$ cat config.mk
export PLATFORM = sky130hd
export DESIGN_NAME = mem_req_arbiter
export DESIGN_NICKNAME = d
export VERILOG_FILES = /design/src/rtl/mem_req_arbiter_pkg.sv /design/src/rtl/mem_req_arbiter_timeout_counter.sv /design/src/rtl/mem_req_arbiter.sv
export SDC_FILE = /design/constraint.sdc
export NUM_CORES = 1
export LEC_CHECK = 0
export ABC_AREA = 1
export BUFFER_PORTS_ARGS = -buffer_cell sky130_fd_sc_hd__buf_2
export CAP_MARGIN = 20
export CORE_AREA = 3 3 103 105
export CTS_CLUSTER_DIAMETER = 150
export DETAILED_ROUTE_END_ITERATION = 8
export DIE_AREA = 0 0 106 108
export GPL_TIMING_DRIVEN = 0
export PLACE_DENSITY = 0.64
export SETUP_SLACK_MARGIN = 0.05
export SYNTH_ARGS = -nofsm -noshare
export SYNTH_HDL_FRONTEND = slang
export SYNTH_HIERARCHICAL = 1
export SYNTH_SLANG_ARGS = --single-unit
export TNS_END_PERCENT = 100
$ cat constraint.sdc
create_clock -name CLK -period 4 [get_ports CLK]
set_clock_uncertainty 0.05 [all_clocks]
set_input_delay 0.2 -clock CLK [delete_from_list [all_inputs] [get_ports CLK]]
set_output_delay 0.2 -clock CLK [all_outputs]
set_load 0.05 [all_outputs]
$ cat src/rtl/mem_req_arbiter_pkg.sv
// Shared types for the memory request arbiter: the RAM word, the RAM port
// status, and the arbiter ownership states.
package mem_req_arbiter_pkg;

  localparam int unsigned WORD_W = 32;

  typedef logic [WORD_W-1:0] word_t;

  typedef enum logic [1:0] {
    FREE   = 2'd0,
    BUSY   = 2'd1,
    ACCESS = 2'd2,
    ERROR  = 2'd3
  } ramstate_t;

  typedef enum logic [1:0] {
    IDLE = 2'd0,
    IREQ = 2'd1,
    DREQ = 2'd2,
    ERR  = 2'd3
  } arb_state_t;

endpackage

$ cat src/rtl/mem_req_arbiter_timeout_counter.sv
// Counts the cycles an owned request has waited for ACCESS; expired flags
// the last cycle the arbiter may wait before it declares a timeout.
module mem_req_arbiter_timeout_counter #(
  parameter int unsigned TIMEOUT = 64
) (
  input  logic CLK,
  input  logic sRST,
  input  logic clear,
  input  logic inc,
  output logic expired
);

  localparam int unsigned CNT_W = $clog2(TIMEOUT);
  localparam logic [CNT_W-1:0] LIMIT = CNT_W'(TIMEOUT - 1);

  logic [CNT_W-1:0] count;

  // Saturate at the limit; the arbiter leaves the request state on expiry anyway.
  always_ff @(posedge CLK) begin
    if (sRST || clear) begin
      count <= '0;
    end else if (inc && !expired) begin
      count <= count + CNT_W'(1);
    end
  end

  assign expired = (count == LIMIT);

endmodule

$ cat src/rtl/mem_req_arbiter.sv
// Arbitrates the fetch and data ports onto one variable-latency RAM port,
// returning a one-cycle hit to the owner and a busy indication for hazards.
module mem_req_arbiter
  import mem_req_arbiter_pkg::*;
#(
  parameter int unsigned TIMEOUT = 64,
  parameter int unsigned ADDR_W  = 32
) (
  input  logic              CLK,
  input  logic              sRST,
  input  logic              iREN,
  input  logic [ADDR_W-1:0] iaddr,
  output word_t             iload,
  output logic              ihit,
  input  logic              dREN,
  input  logic              dWEN,
  input  logic [ADDR_W-1:0] daddr,
  input  word_t             dstore,
  output word_t             dload,
  output logic              dhit,
  output logic              ramREN,
  output logic              ramWEN,
  output logic [ADDR_W-1:0] ramaddr,
  output word_t             ramstore,
  input  word_t             ramload,
  input  ramstate_t         ramstate,
  output logic              rambusy,
  output logic              timeout_err
);

  arb_state_t state;
  arb_state_t next_state;
  logic       in_req;
  logic       owner_req;
  logic       access;
  logic       expired;
  logic       err_flag;

  assign in_req    = (state == IREQ) || (state == DREQ);
  assign owner_req = (state == DREQ) ? (dREN || dWEN) : iREN;
  assign access    = (ramstate == ACCESS);

  mem_req_arbiter_timeout_counter #(
    .TIMEOUT (TIMEOUT)
  ) u_timeout (
    .CLK     (CLK),
    .sRST    (sRST),
    .clear   (!in_req),
    .inc     (in_req && !access),
    .expired (expired)
  );

  // State register
  always_ff @(posedge CLK) begin
    if (sRST) begin
      state <= IDLE;
    end else begin
      state <= next_state;
    end
  end

  // Sticky error flag, cleared only by reset
  always_ff @(posedge CLK) begin
    if (sRST) begin
      err_flag <= 1'b0;
    end else if (next_state == ERR) begin
      err_flag <= 1'b1;
    end
  end

  // Next state: data wins in IDLE, the owner is never preempted, and ACCESS
  // beats both a request drop and the timeout limit in the same cycle.
  always_comb begin
    next_state = state;
    case (state)
      IDLE: begin
        if (dREN || dWEN) begin
          next_state = DREQ;
        end else if (iREN) begin
          next_state = IREQ;
        end
      end
      IREQ, DREQ: begin
        if (access) begin
          next_state = IDLE;
        end else if (ramstate == ERROR) begin
          next_state = ERR;
        end else if (!owner_req) begin
          next_state = IDLE;
        end else if (expired) begin
          next_state = ERR;
        end
      end
      ERR:     next_state = ERR;
      default: next_state = IDLE;
    endcase
  end

  // Outputs: everything except the load buses is held low while in reset so
  // an abandoned transaction cannot hit.
  always_comb begin
    iload       = ramload;
    dload       = ramload;
    ihit        = 1'b0;
    dhit        = 1'b0;
    ramREN      = 1'b0;
    ramWEN      = 1'b0;
    ramaddr     = '0;
    ramstore    = '0;
    rambusy     = 1'b0;
    timeout_err = err_flag && !sRST;
    if (!sRST) begin
      case (state)
        IDLE: begin
          rambusy = iREN || dREN || dWEN;
        end
        IREQ: begin
          ramaddr = iaddr;
          ramREN  = 1'b1;
          ihit    = access;
          rambusy = !access;
        end
        DREQ: begin
          ramaddr  = daddr;
          ramstore = dstore;
          ramWEN   = dWEN;
          ramREN   = dREN && !dWEN;
          dhit     = access;
          rambusy  = !access;
        end
        ERR: begin
          rambusy = 1'b1;
        end
        default: begin
          rambusy = 1'b0;
        end
      endcase
    end
  end

endmodule

==> run metrics <==
port bufs 236; initial antenna violation count 0; Placed Area 3220 um^2; CTS buffer count 3; DR vias/cell 3.87; arrival time at the worst endpoint 2040 ps; number of flops mapped to enable cells by yosys 0; Mapped Nets 487; Top FF cell, synth dfxtp_1; per-cell routed wire length 12.2 um; initial core utilization 19.2%; gr ovfl total 0; R2R Path End u_timeout/count[2]; Finish-stage setup viols 0; WS Path Type flip-flop to primary output; number of global-route vias before repair 2448; worst-path fanout max 9; Max-Cap Viols 0; Async S/R FF share, synth 0%; share of layout cells above drive strength 1 55.5%; Mapped Cells 347; H-tree levels 1; Vias approximately 2.8k; postcts setup bufs 0; Final Hold Viols 0; GP Congestion about 0.79; # DRC 0; unrepaired setup endpoints after global routing false; max-slew violations 0; GRT Overall Usage 13.3%; mapped cell area 1870 um^2; num rows 36; initial drt markers 177; Ys Warns 6; largest cells by area after synthesis buf_4 (27%), nand2_1 (25%), a21oi_1 (9.9%); Clock Sinks 9; Resized Gates After CTS 0; setup tns final 0 ps; final-stage net count 728; first-pass GRT wire length 12.6 mm; Pwr per Cell Area roughly 270 nW/um^2; Seq/Total Area, Yosys 9.65%; worst path required time 3750 ps; CP Launch Type flip-flop; worst-case clock buffer depth 2; leading cell types in the layout, fill and taps excluded buf_2 (247), nand2_1 (122), buf_4 (66), nor2_1 (45), a21oi_1 (37); f_max approximately 440 MHz; Post-DP HPWL approximately 7.6 mm; min Tclk post-route about 2300 ps; post-route ant nets 0; Critical Path End Type primary output; most common cell after layout, fill and taps aside buf_2; status finished clean; Worst R2R Start state[1]; worst-margin pin slew 475 ps; pin count of the biggest net entering global routing 11; share of the synthesized area in the top cell type 26.5%; total wire length about 8.8 mm; share of the clock period used by the worst path after layout 57.3%; Die Ht 108 um; end point of the critical path rambusy; hold crit path type primary input to flip-flop; cts hold-fix bufs 0; fin area 3260 um^2; FF-to-FF path depth 9; maximum VDD drop between 0.0001 and 0.00015 V; DIE WIDTH around 110 um; clk slew on worst S/H paths 50 ps; CTS tree done; DR pass1 iterations 4; n_diodes 0; num ports roughly 270; total die area 11400 um^2; Register-to-Register Setup Slack 2150 ps; Crit. Startpoint state[1]; Syn-to-layout area delta 74.5%; Slew Limit Headroom between 60% and 70%; Worst-Skew Late Latency 230 ps; LEAKAGE 1.94 nW; Cell variety after synth 24; synthesis-stage register bit count 9; CTS root buffer clkbuf_8; Synth area leader buf_4; Core ar. between 9000 and 10000 um^2; Syn Area/Cell 5.38 um^2
[synthesized netlist by cell type (2+ instances only)]
cell type and count:
a21oi_1 37, buf_2 11, buf_4 66, clkbuf_1 5, dfxtp_1 9, ha_1 5
inv_1 19, inv_2 2, nand2_1 122, nand2_2 4, nand3_1 4, nand4_1 3
nor2_1 45, nor3_1 4, o21ai_1 2
[per-layer routing]
metal / up-vias / routed length, um / track usage, %
met4: 0 / 0 / 1.11
met2: 103 / 4610 / 24.5
met5: - / 0 / 0
met3: 0 / 621 / 1.97
li1: 1491 / - / -
met1: 1189 / 3550 / 17.1
[worst min path at each step]
| stage | start | depth (start not counted) | end |
|---|---|---|---|
| finish | iREN | 4 | state[1] |
| global route | iREN | 4 | state[1] |
| CTS | iREN | 4 | state[1] |
| detailed placement | err_flag | 2 | err_flag |
| global placement | err_flag | 2 | err_flag |
| floorplan | sRST | 3 | u_timeout/count[0] |
[cell families after synthesis]
family                     synth area share, %
buffers and inverters                     34.7
and+or+nand+nor                           39.4
DFF                                       9.64
adders and majority gates                 3.35
AOI/OAI and AO/OA                         12.9
[stage by stage]
| step | instances | hold slack (ps) | util (%) | power [W] | setup WS, ps |
|---|---|---|---|---|---|
| 6_report | 720 | 263 | 33.5 | 0.000882 | 1710 |
| 5_1_grt | 720 | 300 | 33.5 | 0.000945 | 1480 |
| 4_1_cts | 720 | 256 | 33.5 | 0.000891 | 1670 |
| 3_5_place_dp | 716 | 409 | 33.1 | 0.000781 | 1940 |
| 3_3_place_gp | 716 | 393 | 33.1 | 0.000781 | 1950 |
| 2_1_floorplan | 347 | 346 | - | 0.000607 | 1800 |
[where the power goes]
group,internal [W],leakage [nW],switching [W]
clock network,0.0000695,0.0228,0.0000368
registers,0.0000962,0.0730,0.00000546
logic,0.000192,1.84,0.000482
total,0.000358,1.94,0.000524
[worst max-delay path, cell delays in order, from the launching register on]
cell and delay (ps):
dfxtp_1 370, inv_1 100, ha_1 290, inv_1 60, nor2_2 320, nor2_1 70
nand2_1 90, nand2_1 50, a21oi_1 160, buf_2 290
[sequential cells by signal, summed over array words and instances, names as in the netlist]
register,flops
err_flag,1
state,2
u_timeout/count,6
[final cells by class]
| type | instances | area [um^2] |
|---|---|---|
| fillers | 1111 | 6470 |
| well taps | 133 | 166 |
| flip-flops and latches | 9 | 180 |
| multi-input cells | 235 | 1040 |
| inverters | 21 | 78.8 |
| plain buffers | 82 | 569 |
| repair buffers | 236 | 1180 |
| clock buffers | 4 | 45.0 |
Power figures use the tool's default switching activity.
